[config.mk]
export PLATFORM = sky130hd
export DESIGN_NAME = s2p_deser_flat
export DESIGN_NICKNAME = d
export VERILOG_FILES = /design/src/rtl/s2p_pkg.sv /design/src/rtl/s2p_deser_if.sv /design/src/rtl/s2p_out_reg.sv /design/src/rtl/s2p_deser.sv /design/src/flat_wrapper.sv
export SDC_FILE = /design/constraint.sdc
export NUM_CORES = 1
export LEC_CHECK = 0
export CAP_MARGIN = 5
export CORE_ASPECT_RATIO = 1.5
export CORE_MARGIN = 2
export CORE_UTILIZATION = 28
export DETAILED_ROUTE_END_ITERATION = 8
export PLACE_DENSITY = 0.5
export SYNTH_ARGS = -nofsm -noshare
export SYNTH_HDL_FRONTEND = slang
export SYNTH_SLANG_ARGS = --single-unit
[constraint.sdc]
create_clock -name clk -period 1.7 [get_ports clk]
set_input_delay 0.51 -clock clk [delete_from_list [all_inputs] [get_ports clk]]
set_output_delay 0.51 -clock clk [all_outputs]
set_load 0.05 [all_outputs]
[src/rtl/s2p_pkg.sv]
// s2p_pkg: shared types and elaboration helpers for the s2p_deser deserialiser.
//   s2p_state_e : FSM state encoding (IDLE, SHIFT, PAR)
//   s2p_beats   : beats per word, DW / LANES
//   s2p_cnt_w   : beat counter width, $clog2(BEATS) with a minimum of 1
//   s2p_cfg_ok  : parameter legality check consumed at elaboration by the top
package s2p_pkg;

    typedef enum logic [1:0] {
        IDLE  = 2'd0,
        SHIFT = 2'd1,
        PAR   = 2'd2
    } s2p_state_e;

    function automatic int unsigned s2p_beats(input int unsigned dw, input int unsigned lanes);
        return dw / lanes;
    endfunction

    function automatic int unsigned s2p_cnt_w(input int unsigned beats);
        return (beats > 1) ? $clog2(beats) : 1;
    endfunction

    // Lane count must be a power of two up to 8 and must divide the word width.
    function automatic bit s2p_cfg_ok(input int unsigned dw, input int unsigned lanes);
        return ((lanes == 1) || (lanes == 2) || (lanes == 4) || (lanes == 8)) &&
               (dw >= lanes) && ((dw % lanes) == 0);
    endfunction

endpackage

[src/rtl/s2p_deser_if.sv]
// s2p_deser_if: serial input and word output bundle of the s2p_deser deserialiser.
//   wra_n      : active-low write strobe         (master -> slave)
//   din        : LANES-bit serial beat           (master -> slave)
//   dout_ready : consumer accepts the held word  (master -> slave)
//   ovf_clr    : clears the sticky overflow flag (master -> slave)
//   dout       : DW-bit assembled word           (slave -> master)
//   dout_valid : dout holds a word               (slave -> master)
//   dout_perr  : parity error for the held word  (slave -> master)
//   ovf        : sticky overflow flag            (slave -> master)
//   abort      : one-cycle partial-word discard  (slave -> master)
interface s2p_deser_if #(
    parameter int unsigned DW    = 8,
    parameter int unsigned LANES = 1
) ();

    logic             wra_n;
    logic [LANES-1:0] din;
    logic             dout_ready;
    logic             ovf_clr;
    logic [DW-1:0]    dout;
    logic             dout_valid;
    logic             dout_perr;
    logic             ovf;
    logic             abort;

    modport master (
        output wra_n, din, dout_ready, ovf_clr,
        input  dout, dout_valid, dout_perr, ovf, abort
    );

    modport slave (
        input  wra_n, din, dout_ready, ovf_clr,
        output dout, dout_valid, dout_perr, ovf, abort
    );

endinterface

[src/rtl/s2p_out_reg.sv]
// s2p_out_reg: one-word holding register on a valid/ready port with sticky overflow.
//   clk, rstn : clock, synchronous active-low reset
//   load_i    : a completed word is offered this cycle
//   word_i    : the completed word
//   perr_i    : parity error flag travelling with word_i
//   ready_i   : consumer accepts the held word
//   clr_i     : clears the overflow flag (a same-cycle overflow wins)
//   dout_o    : held word
//   valid_o   : dout_o holds a word
//   perr_o    : parity error flag of the held word
//   ovf_o     : sticky overflow flag
module s2p_out_reg #(
    parameter int unsigned DW = 8
) (
    input  logic          clk,
    input  logic          rstn,
    input  logic          load_i,
    input  logic [DW-1:0] word_i,
    input  logic          perr_i,
    input  logic          ready_i,
    input  logic          clr_i,
    output logic [DW-1:0] dout_o,
    output logic          valid_o,
    output logic          perr_o,
    output logic          ovf_o
);

    logic [DW-1:0] dout_q, dout_d;
    logic          valid_q, valid_d;
    logic          perr_q, perr_d;
    logic          ovf_q, ovf_d;
    logic          ovf_set_c;

    // A new word is accepted only if the slot is empty or drains in the same cycle.
    always_comb begin
        dout_d    = dout_q;
        valid_d   = valid_q;
        perr_d    = perr_q;
        ovf_set_c = 1'b0;

        if (valid_q && ready_i) begin
            valid_d = 1'b0;
        end

        if (load_i) begin
            if (!valid_q || ready_i) begin
                dout_d  = word_i;
                perr_d  = perr_i;
                valid_d = 1'b1;
            end else begin
                ovf_set_c = 1'b1;
            end
        end

        ovf_d = ovf_set_c | (ovf_q & ~clr_i);
    end

    always_ff @(posedge clk) begin
        if (!rstn) begin
            dout_q  <= '0;
            valid_q <= 1'b0;
            perr_q  <= 1'b0;
            ovf_q   <= 1'b0;
        end else begin
            dout_q  <= dout_d;
            valid_q <= valid_d;
            perr_q  <= perr_d;
            ovf_q   <= ovf_d;
        end
    end

    assign dout_o  = dout_q;
    assign valid_o = valid_q;
    assign perr_o  = perr_q;
    assign ovf_o   = ovf_q;

endmodule

[src/rtl/s2p_deser.sv]
// s2p_deser: parametrised serial-to-parallel deserialiser (LANES bits per beat into DW-bit words).
//   clk  : single rising-edge clock
//   rstn : synchronous active-low reset
//   bus  : s2p_deser_if.slave -- wra_n/din/dout_ready/ovf_clr in,
//          dout/dout_valid/dout_perr/ovf/abort out
// Optional feature: define S2P_DESER_PARITY_EN to expect one even-parity beat on din[0]
// after each word; mismatches are flagged on dout_perr. Without it dout_perr is constant 0.
module s2p_deser
    import s2p_pkg::*;
#(
    parameter int unsigned DW        = 8,
    parameter int unsigned LANES     = 1,
    parameter bit          MSB_FIRST = 1'b1
) (
    input  logic      clk,
    input  logic      rstn,
    s2p_deser_if.slave bus
);

    localparam int unsigned BEATS  = s2p_beats(DW, LANES);
    localparam int unsigned CW     = s2p_cnt_w(BEATS);
    localparam bit          CFG_OK = s2p_cfg_ok(DW, LANES);

    if (!CFG_OK) begin : g_bad_cfg
        $error("s2p_deser: LANES must be 1, 2, 4 or 8 and divide DW");
    end

    s2p_state_e    state_q;
    logic [CW-1:0] beat_cnt_q;
    logic [DW-1:0] sr_q;
    logic          load_q;
    logic          abort_q;
    logic          word_perr;
    logic [DW-1:0] sr_shift_c;
    logic          last_beat_c;

    // Both orders keep din[LANES-1] as the beat MSB; only the insertion end differs.
    if (MSB_FIRST) begin : g_msb
        assign sr_shift_c = (sr_q << LANES) | DW'(bus.din);
    end else begin : g_lsb
        assign sr_shift_c = (sr_q >> LANES) | (DW'(bus.din) << (DW - LANES));
    end

    assign last_beat_c = (beat_cnt_q == CW'(BEATS - 1));

`ifdef S2P_DESER_PARITY_EN
    logic perr_q;
    assign word_perr = perr_q;
`else
    assign word_perr = 1'b0;
`endif

    // Beat capture FSM; load_q marks the cycle in which sr_q holds a finished word.
    always_ff @(posedge clk) begin
        if (!rstn) begin
            state_q    <= IDLE;
            beat_cnt_q <= '0;
            sr_q       <= '0;
            load_q     <= 1'b0;
            abort_q    <= 1'b0;
`ifdef S2P_DESER_PARITY_EN
            perr_q     <= 1'b0;
`endif
        end else begin
            load_q  <= 1'b0;
            abort_q <= 1'b0;
            case (state_q)
                IDLE, SHIFT: begin
                    if (!bus.wra_n) begin
                        sr_q <= sr_shift_c;
                        if (last_beat_c) begin
                            beat_cnt_q <= '0;
`ifdef S2P_DESER_PARITY_EN
                            state_q    <= PAR;
`else
                            state_q    <= SHIFT;
                            load_q     <= 1'b1;
`endif
                        end else begin
                            beat_cnt_q <= beat_cnt_q + CW'(1);
                            state_q    <= SHIFT;
                        end
                    end else begin
                        // Only a started word counts as discarded; a word boundary gap is silent.
                        abort_q    <= (beat_cnt_q != '0);
                        beat_cnt_q <= '0;
                        state_q    <= IDLE;
                    end
                end
`ifdef S2P_DESER_PARITY_EN
                PAR: begin
                    beat_cnt_q <= '0;
                    if (!bus.wra_n) begin
                        load_q  <= 1'b1;
                        perr_q  <= (^sr_q) ^ bus.din[0];
                        state_q <= SHIFT;
                    end else begin
                        abort_q <= 1'b1;
                        state_q <= IDLE;
                    end
                end
`endif
                default: begin
                    beat_cnt_q <= '0;
                    state_q    <= IDLE;
                end
            endcase
        end
    end

    s2p_out_reg #(
        .DW (DW)
    ) u_out_reg (
        .clk     (clk),
        .rstn    (rstn),
        .load_i  (load_q),
        .word_i  (sr_q),
        .perr_i  (word_perr),
        .ready_i (bus.dout_ready),
        .clr_i   (bus.ovf_clr),
        .dout_o  (bus.dout),
        .valid_o (bus.dout_valid),
        .perr_o  (bus.dout_perr),
        .ovf_o   (bus.ovf)
    );

    assign bus.abort = abort_q;

endmodule

[src/flat_wrapper.sv]
// flat-port wrapper written by rule: the top's interface ports become plain ports
module s2p_deser_flat import s2p_pkg::*;
#(
    parameter int unsigned DW        = 8,
    parameter int unsigned LANES     = 1,
    parameter bit          MSB_FIRST = 1'b1
)
  (clk, rstn, bus_wra_n, bus_din, bus_dout_ready, bus_ovf_clr, bus_dout, bus_dout_valid, bus_dout_perr, bus_ovf, bus_abort);
  s2p_deser_if #(.DW(DW), .LANES(LANES)) bus_i ();
  input  logic clk;
  input  logic rstn;
  input wire logic [$bits(bus_i.wra_n)-1:0] bus_wra_n;
  input wire logic [$bits(bus_i.din)-1:0] bus_din;
  input wire logic [$bits(bus_i.dout_ready)-1:0] bus_dout_ready;
  input wire logic [$bits(bus_i.ovf_clr)-1:0] bus_ovf_clr;
  output wire logic [$bits(bus_i.dout)-1:0] bus_dout;
  output wire logic [$bits(bus_i.dout_valid)-1:0] bus_dout_valid;
  output wire logic [$bits(bus_i.dout_perr)-1:0] bus_dout_perr;
  output wire logic [$bits(bus_i.ovf)-1:0] bus_ovf;
  output wire logic [$bits(bus_i.abort)-1:0] bus_abort;
  assign bus_i.wra_n = bus_wra_n;
  assign bus_i.din = bus_din;
  assign bus_i.dout_ready = bus_dout_ready;
  assign bus_i.ovf_clr = bus_ovf_clr;
  assign bus_dout = bus_i.dout;
  assign bus_dout_valid = bus_i.dout_valid;
  assign bus_dout_perr = bus_i.dout_perr;
  assign bus_ovf = bus_i.ovf;
  assign bus_abort = bus_i.abort;
  s2p_deser #(.DW(DW), .LANES(LANES), .MSB_FIRST(MSB_FIRST)) u_core (.clk(clk), .rstn(rstn), .bus(bus_i));
endmodule
==> flow_metrics.env <==
export IMPL_grt_max_degree=20
export IMPL_grt_pass1_wl_mm=2.42
export IMPL_grt_overflow=0
export IMPL_period_needed_ns=1.34
export IMPL_dp_hpwl_mm=1.08
export IMPL_ctsHoldBuffers=0
export IMPL_critPathLaunchType="input port"
export IMPL_fmax_mhz=745
export IMPL_drt_wl_total_mm=1.40
export IMPL_drc_errors=0
export IMPL_nets=118
export IMPL_timing_final_hold_violations=0
export IMPL_ys_seq_area_frac=0.497
export IMPL_worst_hold_path_type="reg -> reg"
export IMPL_core_rowCount=25
export IMPL_clock_sinks=23
export IMPL_syn_area_per_cell_sq_um=10.3
export IMPL_rrSetupSlack_ns=0.57
export IMPL_dp_cells=144
export IMPL_p_leak_nw=0.493
export IMPL_start_util=0.293
export IMPL_io_buffer_count=16
export IMPL_maxSlewViolCount=0
export IMPL_drt_iter0_drc=11
export IMPL_worstSetupEndpointType="flop"
export IMPL_fin_cells=148
export IMPL_synthCells=90
export IMPL_ir_drop_mv=0.420
export IMPL_num_io_pins=18
export IMPL_cts_tree="done"
export IMPL_power_density_nw_per_um2=721
export IMPL_cts_buffers_inserted=3
export IMPL_path_clk_slew_ns=0.08
export IMPL_cts_root_buf="clkbuf_8"
export IMPL_min_period_over_period=0.790
export IMPL_diodes=0
export IMPL_antenna_found_initial=0
export IMPL_cts_setup_buffers=0
export IMPL_status="completed"
export IMPL_num_vias=615
export IMPL_die_area_sq_um=3800
export IMPL_required_ns=1.89
export IMPL_area_growth_synth_to_final_pct=41.4
export IMPL_final_layout_size_suffix_gt1_frac=0.194
export IMPL_crit_fanout=8
export IMPL_drt_pass1_iterations=4
export IMPL_die_y_microns=74.5
export IMPL_setup_viol=0
export IMPL_final_cell_mix="dfxtp_1, nand2_1, mux2i_1"
export IMPL_synth_cell_types=17
export IMPL_gp_congestion=0.664
export IMPL_syn_cell_area_sq_um=927
export IMPL_track_usage=0.0825
export IMPL_total_power_uw=945
export IMPL_syn_nets=99
export IMPL_worst_setup_path_type="in -> reg"
export IMPL_place_area_sq_um=1270
export IMPL_clockBufferDepth=2
export IMPL_die_x_microns=51.0
export IMPL_clk_latency_ns=0.26
export IMPL_via_per_inst=4.16
export IMPL_grt_pass1_vias=600
export IMPL_max_cap_violations=0
export IMPL_wl_per_cell_microns=9.43
export IMPL_core_sq_um=3160
export IMPL_final_area_sq_um=1310
export IMPL_ys_warn_count=0
export IMPL_ant_nets=0
export IMPL_layout_commonest_cell="dfxtp_1"
export IMPL_synth_seq_cells=23
export IMPL_htree_levels=1
export IMPL_fin_setup_tns_ns=0
export IMPL_cts_resized=0
export IMPL_skew_ns=0.00197
export IMPL_arrival_ns=1.53
export IMPL_fill_cells=313
export IMPL_rsz0062_at_grt="no"
## Yosys cell counts, drive strengths merged
library cell	instances	area, sq um
clkbuf	1	3.75
a21oi	2	10.0
mux2i	16	160
nand2	18	67.6
nor2	1	3.75
buf	5	45.0
nor3b	1	12.5
nor2b	12	85.1
ha	3	37.5
dfxtp	23	460
conb	1	3.75
inv	3	11.3
and2	3	18.8
o21a	1	7.51
## power by group
group	switching (mW)	total, mW	internal (mW)
logic	0.0313	0.0679	0.0366
registers	0.00380	0.548	0.544
clock network	0.162	0.329	0.167
total	0.197	0.945	0.748
## routing by layer
layer	global-route usage	up-vias	part of all wire
li1	-	319	-
met1	0.0883	284	0.42
met2	0.153	10	0.53
met3	0.0120	2	0.028
met4	0.0450	0	0.014
met5	0	-	0
## path summary, 6_finish.rpt
path                        start                          to  cells past startpoint
max reg2reg  u_core.beat_cnt_q[0]        u_core.beat_cnt_q[0]                      4
min reg2reg  u_core.beat_cnt_q[2]            u_core.bus.abort                      2
max                bus_dout_ready  u_core.u_out_reg.dout_o[6]                      5
min          u_core.beat_cnt_q[2]            u_core.bus.abort                      2
## per-stage QoR
| step | setup WS, ns | utilization | hold WS (ns) |
|---|---|---|---|
| after floorplan | 0.433 | - | 0.429 |
| after global placement | 0.0849 | 0.401 | 0.447 |
| after detailed placement | 0.0691 | 0.401 | 0.447 |
| after CTS | 0.343 | 0.415 | 0.464 |
| after global routing | 0.309 | 0.415 | 0.502 |
| final | 0.358 | 0.415 | 0.463 |
## critical path, cell delays in order
cell	delay, ns
clkdlybuf4s50_1	0.50
nor2b_4	0.05
nor2b_2	0.15
buf_12	0.14
mux2i_1	0.17
## flip-flops by register name, summed over array words and instances, names as in the netlist
register,cells
u_core.u_out_reg.valid_o,1
u_core.beat_cnt_q,3
u_core.u_out_reg.dout_o,8
u_core.sr_q,8
u_core.bus.abort,1
u_core.load_q,1
u_core.u_out_reg.ovf_o,1
## final cells by class
cell class / count / area, sq um / area share
Clock buffer: 4 / 45.0 / 0.0344
Timing Repair Buffer: 20 / 338 / 0.258
Tap cell: 40 / 50.0 / 0.0382
Multi-Input combinational cell: 58 / 407 / 0.310
Sequential cell: 23 / 460 / 0.351
Inverter: 3 / 11.3 / 0.00859
## cell families (layout without fill, tap and decap cells)
group | after synthesis | after routing | share of synthesized area
simple gates | 35 | 35 | 0.202
flops | 23 | 23 | 0.497
mux | 16 | 16 | 0.173
buf+inv | 9 | 27 | 0.0648
fa+ha+maj | 3 | 3 | 0.0405
compound gates | 3 | 3 | 0.0189
other cells | 1 | 1 | 0.00404
Power figures use the tool's default switching activity.
